<file path="src/rtl/dmem_arbiter_if.sv">
// dmem_arbiter_if: CPU, DMA and memory-side signal bundle for dmem_arbiter.
// Perf counter signals exist only when DMEM_ARB_PERF_EN is defined.
interface dmem_arbiter_if #(
    parameter int AW = 11,
    parameter int DW = 32
);
    logic          m0_req;
    logic [3:0]    m0_we;
    logic [AW-1:0] m0_addr;
    logic [DW-1:0] m0_wdata;
    logic          m0_gnt;
    logic          m0_rvalid;
    logic [DW-1:0] m0_rdata;
    logic          m1_req;
    logic [3:0]    m1_we;
    logic [AW-1:0] m1_addr;
    logic [DW-1:0] m1_wdata;
    logic          m1_lock;
    logic          m1_gnt;
    logic          m1_rvalid;
    logic [DW-1:0] m1_rdata;
    logic          mem_en;
    logic [3:0]    mem_we;
    logic [AW-1:0] mem_addr;
    logic [DW-1:0] mem_wdata;
    logic [DW-1:0] mem_rdata;
`ifdef DMEM_ARB_PERF_EN
    logic [31:0]   perf_gnt0;
    logic [31:0]   perf_gnt1;
    logic [31:0]   perf_stall;

    modport slave (
        input  m0_req, m0_we, m0_addr, m0_wdata,
        output m0_gnt, m0_rvalid, m0_rdata,
        input  m1_req, m1_we, m1_addr, m1_wdata, m1_lock,
        output m1_gnt, m1_rvalid, m1_rdata,
        output mem_en, mem_we, mem_addr, mem_wdata,
        input  mem_rdata,
        output perf_gnt0, perf_gnt1, perf_stall
    );

    modport master (
        output m0_req, m0_we, m0_addr, m0_wdata,
        input  m0_gnt, m0_rvalid, m0_rdata,
        output m1_req, m1_we, m1_addr, m1_wdata, m1_lock,
        input  m1_gnt, m1_rvalid, m1_rdata,
        input  mem_en, mem_we, mem_addr, mem_wdata,
        output mem_rdata,
        input  perf_gnt0, perf_gnt1, perf_stall
    );
`else
    modport slave (
        input  m0_req, m0_we, m0_addr, m0_wdata,
        output m0_gnt, m0_rvalid, m0_rdata,
        input  m1_req, m1_we, m1_addr, m1_wdata, m1_lock,
        output m1_gnt, m1_rvalid, m1_rdata,
        output mem_en, mem_we, mem_addr, mem_wdata,
        input  mem_rdata
    );

    modport master (
        output m0_req, m0_we, m0_addr, m0_wdata,
        input  m0_gnt, m0_rvalid, m0_rdata,
        output m1_req, m1_we, m1_addr, m1_wdata, m1_lock,
        input  m1_gnt, m1_rvalid, m1_rdata,
        input  mem_en, mem_we, mem_addr, mem_wdata,
        output mem_rdata
    );
`endif
endinterface

</file>
<file path="src/rtl/dmem_arbiter.sv">
// dmem_arbiter: round-robin CPU/DMA arbiter for the single data memory port.
// Define DMEM_ARB_PERF_EN to add grant and stall performance counters.
module dmem_arbiter #(
    parameter int AW       = 11,
    parameter int DW       = 32,
    parameter int LOCK_MAX = 8
) (
    input logic           clk,
    input logic           rst,
    dmem_arbiter_if.slave bus
);
    localparam int CW = $clog2(LOCK_MAX) + 1;

    logic          r_last_gnt;
    logic          r_lock_active;
    logic [CW-1:0] r_lock_cnt;
    logic          r_tag0;
    logic          r_tag1;
    logic          w_both;
    logic          w_pick1;
    logic          w_gnt0;
    logic          w_gnt1;
    logic          w_lock_go;

    // Grant from registered history: a held lock or an m0 last grant favours m1 on contention
    always_comb begin
        w_both    = bus.m0_req && bus.m1_req;
        w_pick1   = r_lock_active || !r_last_gnt;
        w_gnt0    = !rst && bus.m0_req && !(w_both && w_pick1);
        w_gnt1    = !rst && bus.m1_req && !(w_both && !w_pick1);
        w_lock_go = bus.m1_lock && (r_lock_cnt < CW'(LOCK_MAX - 1));
    end

    assign bus.m0_gnt    = w_gnt0;
    assign bus.m1_gnt    = w_gnt1;
    assign bus.mem_en    = w_gnt0 || w_gnt1;
    assign bus.mem_we    = w_gnt0 ? bus.m0_we : w_gnt1 ? bus.m1_we : 4'b0;
    assign bus.mem_addr  = w_gnt0 ? bus.m0_addr : w_gnt1 ? bus.m1_addr : {AW{1'b0}};
    assign bus.mem_wdata = w_gnt0 ? bus.m0_wdata : w_gnt1 ? bus.m1_wdata : {DW{1'b0}};
    assign bus.m0_rvalid = r_tag0;
    assign bus.m1_rvalid = r_tag1;
    assign bus.m0_rdata  = bus.mem_rdata;
    assign bus.m1_rdata  = bus.mem_rdata;

    // Track round-robin winner, DMA lock streak and the one-cycle read-valid tags
    always_ff @(posedge clk or posedge rst) begin
        if (rst) begin
            r_last_gnt    <= 1'b1;
            r_lock_active <= 1'b0;
            r_lock_cnt    <= '0;
            r_tag0        <= 1'b0;
            r_tag1        <= 1'b0;
        end else begin
            r_tag0 <= w_gnt0;
            r_tag1 <= w_gnt1;
            if (w_gnt0 || w_gnt1)
                r_last_gnt <= w_gnt1;
            if (!bus.m1_req || (w_gnt1 && !w_lock_go)) begin
                r_lock_active <= 1'b0;
                r_lock_cnt    <= '0;
            end else if (w_gnt1) begin
                r_lock_active <= 1'b1;
                r_lock_cnt    <= r_lock_cnt + CW'(1);
            end
        end
    end

`ifdef DMEM_ARB_PERF_EN
    logic [31:0] r_perf_gnt0;
    logic [31:0] r_perf_gnt1;
    logic [31:0] r_perf_stall;

    // Free-running grant and stall counters, wrapping naturally at 2^32
    always_ff @(posedge clk or posedge rst) begin
        if (rst) begin
            r_perf_gnt0  <= '0;
            r_perf_gnt1  <= '0;
            r_perf_stall <= '0;
        end else begin
            r_perf_gnt0  <= r_perf_gnt0 + 32'(w_gnt0);
            r_perf_gnt1  <= r_perf_gnt1 + 32'(w_gnt1);
            r_perf_stall <= r_perf_stall + 32'((bus.m0_req && !w_gnt0) || (bus.m1_req && !w_gnt1));
        end
    end

    assign bus.perf_gnt0  = r_perf_gnt0;
    assign bus.perf_gnt1  = r_perf_gnt1;
    assign bus.perf_stall = r_perf_stall;
`endif
endmodule

</file>
<file path="src/flat_wrapper.sv">
// flat-port wrapper written by rule: the top's interface ports become plain ports
module dmem_arbiter_flat 
#(
    parameter int AW       = 11,
    parameter int DW       = 32,
    parameter int LOCK_MAX = 8
)
  (clk, rst, bus_m0_req, bus_m0_we, bus_m0_addr, bus_m0_wdata, bus_m0_gnt, bus_m0_rvalid, bus_m0_rdata, bus_m1_req, bus_m1_we, bus_m1_addr, bus_m1_wdata, bus_m1_lock, bus_m1_gnt, bus_m1_rvalid, bus_m1_rdata, bus_mem_en, bus_mem_we, bus_mem_addr, bus_mem_wdata, bus_mem_rdata);
  dmem_arbiter_if #(.AW(AW), .DW(DW)) bus_i ();
  input logic clk;
  input logic rst;
  input wire logic [$bits(bus_i.m0_req)-1:0] bus_m0_req;
  input wire logic [$bits(bus_i.m0_we)-1:0] bus_m0_we;
  input wire logic [$bits(bus_i.m0_addr)-1:0] bus_m0_addr;
  input wire logic [$bits(bus_i.m0_wdata)-1:0] bus_m0_wdata;
  output wire logic [$bits(bus_i.m0_gnt)-1:0] bus_m0_gnt;
  output wire logic [$bits(bus_i.m0_rvalid)-1:0] bus_m0_rvalid;
  output wire logic [$bits(bus_i.m0_rdata)-1:0] bus_m0_rdata;
  input wire logic [$bits(bus_i.m1_req)-1:0] bus_m1_req;
  input wire logic [$bits(bus_i.m1_we)-1:0] bus_m1_we;
  input wire logic [$bits(bus_i.m1_addr)-1:0] bus_m1_addr;
  input wire logic [$bits(bus_i.m1_wdata)-1:0] bus_m1_wdata;
  input wire logic [$bits(bus_i.m1_lock)-1:0] bus_m1_lock;
  output wire logic [$bits(bus_i.m1_gnt)-1:0] bus_m1_gnt;
  output wire logic [$bits(bus_i.m1_rvalid)-1:0] bus_m1_rvalid;
  output wire logic [$bits(bus_i.m1_rdata)-1:0] bus_m1_rdata;
  output wire logic [$bits(bus_i.mem_en)-1:0] bus_mem_en;
  output wire logic [$bits(bus_i.mem_we)-1:0] bus_mem_we;
  output wire logic [$bits(bus_i.mem_addr)-1:0] bus_mem_addr;
  output wire logic [$bits(bus_i.mem_wdata)-1:0] bus_mem_wdata;
  input wire logic [$bits(bus_i.mem_rdata)-1:0] bus_mem_rdata;
  assign bus_i.m0_req = bus_m0_req;
  assign bus_i.m0_we = bus_m0_we;
  assign bus_i.m0_addr = bus_m0_addr;
  assign bus_i.m0_wdata = bus_m0_wdata;
  assign bus_m0_gnt = bus_i.m0_gnt;
  assign bus_m0_rvalid = bus_i.m0_rvalid;
  assign bus_m0_rdata = bus_i.m0_rdata;
  assign bus_i.m1_req = bus_m1_req;
  assign bus_i.m1_we = bus_m1_we;
  assign bus_i.m1_addr = bus_m1_addr;
  assign bus_i.m1_wdata = bus_m1_wdata;
  assign bus_i.m1_lock = bus_m1_lock;
  assign bus_m1_gnt = bus_i.m1_gnt;
  assign bus_m1_rvalid = bus_i.m1_rvalid;
  assign bus_m1_rdata = bus_i.m1_rdata;
  assign bus_mem_en = bus_i.mem_en;
  assign bus_mem_we = bus_i.mem_we;
  assign bus_mem_addr = bus_i.mem_addr;
  assign bus_mem_wdata = bus_i.mem_wdata;
  assign bus_i.mem_rdata = bus_mem_rdata;
  dmem_arbiter #(.AW(AW), .DW(DW), .LOCK_MAX(LOCK_MAX)) u_core (.clk(clk), .rst(rst), .bus(bus_i));
endmodule
</file>
<file path="config.mk">
export PLATFORM = sky130hd
export DESIGN_NAME = dmem_arbiter_flat
export DESIGN_NICKNAME = d
export VERILOG_FILES = /design/src/rtl/dmem_arbiter_if.sv /design/src/rtl/dmem_arbiter.sv /design/src/flat_wrapper.sv
export SDC_FILE = /design/constraint.sdc
export NUM_CORES = 1
export LEC_CHECK = 0
export ABC_CLOCK_PERIOD_IN_PS = 4070
export CORE_AREA = 2 2 95 97
export DETAILED_ROUTE_END_ITERATION = 8
export DIE_AREA = 0 0 97 99
export GPL_ROUTABILITY_DRIVEN = 0
export PLACE_DENSITY_LB_ADDON = 0.25
export SETUP_SLACK_MARGIN = 0.2
export SLEW_MARGIN = 20
export SYNTH_ARGS = -nofsm -noshare
export SYNTH_HDL_FRONTEND = slang
export SYNTH_SLANG_ARGS = --single-unit
</file>
<file path="constraint.sdc">
create_clock -name clk -period 4.07 [get_ports clk]
set_clock_uncertainty 0.1 [all_clocks]
set_input_delay 0.814 -clock clk [delete_from_list [all_inputs] [get_ports clk]]
set_output_delay 0.814 -clock clk [all_outputs]
set_load 0.02 [all_outputs]
</file>
## After elaboration in Yosys (flattened, before gate mapping)

Index checks and enable logic that the tools add are counted.

- Flip-flop bits (word level): 8
- Bits in latches: 0
- Bits in writable memories: 0
- Memory bits (read-only): 0
- Input bits: 131
- Output and inout bits: 116
- Word-level logic and storage cells: 37
- Memories kept: 0

- Add/subtract/negate cells: 1
- $mul: 0
- Divide/modulo/power cells: 0
- Magnitude comparators: 1
- Equality and inequality tests: 0
- Shift-type cells: 0
- Multiplexer cells: 10
- Bitwise gates (word level): 0
- Reductions and logical operators: 20

Operators by type and width:

| cell | count |
|---|---|
| 32-bit 2-to-1 mux | 2 |
| 11-bit 2-to-1 mux | 2 |
| 4-bit 2-to-1 mux | 4 |
| 1-bit logical AND | 9 |
| 1-bit zero test | 7 |
| 4-bit by 1-bit adder with 4-bit output, second input constant | 1 |
| 4-bit by 3-bit < comparator with 1-bit output, second input constant | 1 |
| 1-bit logical OR | 3 |
| 1-bit 2-to-1 mux | 2 |
| 2-bit nonzero test | 1 |

## Depth between registers and ports, before layout

- Depth in word-level cells: 9
- Gate-level depth with buffers: 6
- Mapped depth without buffers: 4

## Worst setup path before layout

No wires, ideal clock.

- Kind: input -> output
- From: in rst
- To: out bus_mem_addr[4]
- Data arrival time: 1.714 ns
- Required time: 3.156 ns
- Slack: 1.442 ns
- Stages on the path: 5
- Buffers on the path: 1
- Cells stage by stage: inv_2 nand3_2 inv_2 buf_2 a22o_1

- Word-level cells in the longest chain between the ends: 5
- Elaborated cells on any way between the ends: 7
- Classes of those cells: 2 x mux; 5 x reduce/logical

Ends and longest elaborated chain:

| what | line | source |
|---|---|---|
| start: declaration | flat_wrapper.sv:11 | `input logic rst;` |
| 1-bit zero test | dmem_arbiter.sv:30 | `w_gnt1 = !rst && bus.m1_req && !(w_both && !w_pick1);` |
| 1-bit logical AND (2 in series) | dmem_arbiter.sv:30 |  |
| via bus_m1_gnt | flat_wrapper.sv:24 | `output wire logic [$bits(bus_i.m1_gnt)-1:0] bus_m1_gnt;` |
| 11-bit 2-to-1 mux (2 in series) | dmem_arbiter.sv:38 | `assign bus.mem_addr = w_gnt0 ? bus.m0_addr : w_gnt1 ? bus.m1_addr : {AW{1'b0}};` |
| end: declaration | flat_wrapper.sv:29 | `output wire logic [$bits(bus_i.mem_addr)-1:0] bus_mem_addr;` |

The timed path passes the listed nets, and every way through them passes these cells.

## Final worst setup path

- From: in rst
- To: out bus_mem_wdata[19]

- Word-level cells in the longest chain between the ends: 5
- Elaborated cells on any way between the ends: 7
- Classes of those cells: 2 x mux; 5 x reduce/logical

Ends and longest elaborated chain:

| what | line | source |
|---|---|---|
| 1-bit zero test (*) | dmem_arbiter.sv:29, dmem_arbiter.sv:30 |  |
| 1-bit logical AND (2 in series) | dmem_arbiter.sv:30 |  |
| 32-bit 2-to-1 mux | dmem_arbiter.sv:39 | `assign bus.mem_wdata = w_gnt0 ? bus.m0_wdata : w_gnt1 ? bus.m1_wdata : {DW{1'b0}};` |
| 32-bit 2-to-1 mux (*) | dmem_arbiter.sv:39 |  |
| end: declaration | flat_wrapper.sv:30 | `output wire logic [$bits(bus_i.mem_wdata)-1:0] bus_mem_wdata;` |

Mark *: on every way between the ends. The rest lies on a longest branch, timed or not.

==> flow_metrics.env <==
export IMPL_synth_top_cells_by_count="buf_4 (64), a22o_1 (47), dfrtp_1 (7)"
export IMPL_period_share_pct=91.9
export IMPL_post_cts_buffers=0
export IMPL_die_y_um=99
export IMPL_relSlewSlack_pct=81.3
export IMPL_diodes=0
export IMPL_crit_fanout=15
export IMPL_ant_nets=0
export IMPL_regArea_sq_um=201
export IMPL_synth_adder_area_share_pct=0.920
export IMPL_fp_dieArea_sq_mm=0.00960
export IMPL_synth_xor_area_share_pct=0
export IMPL_hold_violations=0
export IMPL_rows=34
export IMPL_placeableCoreArea_sq_mm=0.00855
export IMPL_clock_sink_count=8
export IMPL_path_clk_slew_ns=0.05
export IMPL_ys_warn_count=0
export IMPL_synth_fp_nets=289
export IMPL_finalMaxSlewViolations=0
export IMPL_ys_flop_type="dfrtp_1"
export IMPL_synth_compound_area_share_pct=36.7
export IMPL_insertion_delay_ns=0.23
export IMPL_required_ns=3.16
export IMPL_setup_tns_ns=0
export IMPL_io_buffers=150
export IMPL_firstDrtPassIters=4
export IMPL_grt_max_degree=35
export IMPL_yosysMostFrequentCell="buf_4"
export IMPL_synthesis_instances=157
export IMPL_status="finished, final reports clean"
export IMPL_viasPerCell=4.22
export IMPL_multi_input_area_sq_um=576
export IMPL_cellLeakagePower_nw=0.976
export IMPL_synth_top_area_cell="buf_4"
export IMPL_die_w_um=97
export IMPL_fin_ws_ns=0.328
export IMPL_synthSimpleGateAreaFrac_pct=4.69
export IMPL_cts_buffers=3
export IMPL_synth_seq_area_share_pct=14.8
export IMPL_ys_ff_latch=8
export IMPL_fin_crit_ns=3.74
export IMPL_synth_top_area_share_pct=35.3
export IMPL_grt_pass1_wl_um=7450
export IMPL_dp_hpwl_um=3850
export IMPL_grt_total_usage_pct=9.37
export IMPL_async_flop_share_pct=100
export IMPL_critPathLaunchType="input port"
export IMPL_grt_overflow=0
export IMPL_netlist_top_cells_area="buf_4 (35%), a22o_1 (30%), dfrtp_1 (13%), buf_6 (5.0%), dfstp_2 (1.9%)"
export IMPL_fmax_mhz=267
export IMPL_cp_end_kind="output pin"
export IMPL_fillers=891
export IMPL_syn2layout_area_growth_pct=87.0
export IMPL_cp_arrival_ns=2.83
export IMPL_power_density_mw_per_mm2=192
export IMPL_antenna_found_initial=0
export IMPL_layout_drive_gt1_share_pct=4.98
export IMPL_cap_violations=0
export IMPL_tightest_slew_ns=0.280
export IMPL_via_count=1473
export IMPL_drtIter0Drc=31
export IMPL_hold_path_class="reg -> reg"
export IMPL_synth_top_family_by_area="buffers and inverters"
export IMPL_io_pins=247
export IMPL_root_buffer="clkbuf_8"
export IMPL_grt_pass1_vias=1544
export IMPL_wl_per_cell_um=13.7
export IMPL_drc_errors=0
export IMPL_rsz0062_at_grt="false"
export IMPL_ys_types=24
export IMPL_clock_path_buffers=2
export IMPL_avgSynthCellArea_sq_um=8.66
export IMPL_preCtsSetupSlack_ns=0.245
export IMPL_path_class="in -> out"
export IMPL_routed_wl_um=4770
export IMPL_synth_edf_count=0
export IMPL_h_tree_depth=1
export IMPL_peakVddDrop_uv=84.7
export IMPL_start_util_pct=15.9
export IMPL_syn_area_sq_mm=0.00136
export IMPL_setup_viol=0
export IMPL_muxShareOfSynthArea_pct=0
export IMPL_num_nets_final=374
export IMPL_cts_tree="built"
-- area by class of cell --
class / instances / area share, %
Tap cell: 108 / 5.31
Clock buffer: 4 / 1.77
Timing Repair Buffer: 154 / 61.7
Inverter: 4 / 0.689
Multi-Input combinational cell: 71 / 22.6
Sequential cell: 8 / 7.92
-- critical path: stages --
cell and delay (ns):
clkdlybuf4s50_1 0.54, inv_4 0.21, o211a_1 0.24, buf_4 0.23
a22o_1 0.18, clkdlybuf4s50_1 0.60
-- kinds of logic after synthesis --
kind of cell / after synthesis
compound gates: 59
fa+ha+maj: 1
buf+inv: 78
flops: 8
simple gates: 11
-- stage by stage --
| stage | std cells | cell area, sq um | hold slack (ns) | power (mW) | util [%] |
|---|---|---|---|---|---|
| floorplan | 157 | 1360 | 0.375 | 0.299 | - |
| global placement | 345 | 2500 | 0.435 | 0.391 | 29.2 |
| detailed placement | 345 | 2500 | 0.420 | 0.389 | 29.2 |
| CTS | 349 | 2540 | 0.430 | 0.495 | 29.7 |
| global route | 349 | 2540 | 0.471 | 0.515 | 29.7 |
| finish | 349 | 2540 | 0.423 | 0.487 | 29.7 |
-- what timing repair did --
item / 4_1_cts / 5_1_grt
setup endpoints to repair: 0 / 41
hold buffers: 0 / 0
resized for setup: 0 / 1
-- sequential cells by signal, summed over array words and instances, names as in the netlist --
signal / flops
u_core.r_last_gnt: 1
u_core.bus.m1_rvalid: 1
u_core.bus.m0_rvalid: 1
u_core.r_lock_active: 1
u_core.r_lock_cnt: 4
-- power by group --
group          total, mW  leakage [nW]  internal, mW  switching [mW]
clock              0.101        0.0228        0.0681          0.0334
sequential        0.0887         0.105        0.0851         0.00364
combinational      0.297         0.848         0.181           0.116
total              0.487         0.976         0.334           0.153
-- per-layer routing --
metal,vias up,wire length [um],track usage (%)
met2,134,2220,15.8
met5,-,0,0
met4,0,137,4.44
li1,687,-,-
met3,24,712,4.61
met1,628,1700,9.85
-- layout by cell type, fill, tap and decap left out --
cell / Yosys / final
a22o_1: 47 / 47
inv_2: 3 / 2
clkbuf_1: 0 / 1
a311oi_1: 1 / 1
clkdlybuf4s50_1: 0 / 150
and3b_1: 1 / 1
a21oi_1: 1 / 1
a211oi_1: 1 / 1
inv_4: 0 / 1
dfstp_2: 1 / 1
buf_12: 0 / 3
inv_1: 1 / 1
ha_1: 1 / 1
dfrtp_1: 7 / 7
nor2_1: 3 / 3
nand3_2: 1 / 1
a31oi_1: 1 / 1
o211a_1: 1 / 1
nand3_1: 1 / 1
buf_4: 64 / 1
nor2b_1: 1 / 1
o21ai_0: 1 / 1
o31ai_1: 3 / 3
clkbuf_8: 0 / 3
nand3b_1: 2 / 2
nand2_1: 2 / 2
o211ai_1: 3 / 3
-- worst paths after layout --
path                                      start              endpoint  slack (ns)  cells past startpoint
min                        u_core.r_lock_cnt[3]  u_core.r_lock_cnt[3]        0.42                      2
max                                         rst     bus_mem_wdata[19]        0.33                      6
min in group asynchronous                   rst  u_core.r_lock_cnt[3]        0.89                      2
max in group asynchronous                   rst     u_core.r_last_gnt        2.74                      2
max reg2reg                u_core.r_lock_cnt[0]  u_core.r_lock_cnt[2]        2.64                      4
min reg2reg                u_core.r_lock_cnt[3]  u_core.r_lock_cnt[3]        0.42                      2
(Power assumes the default switching activity.)
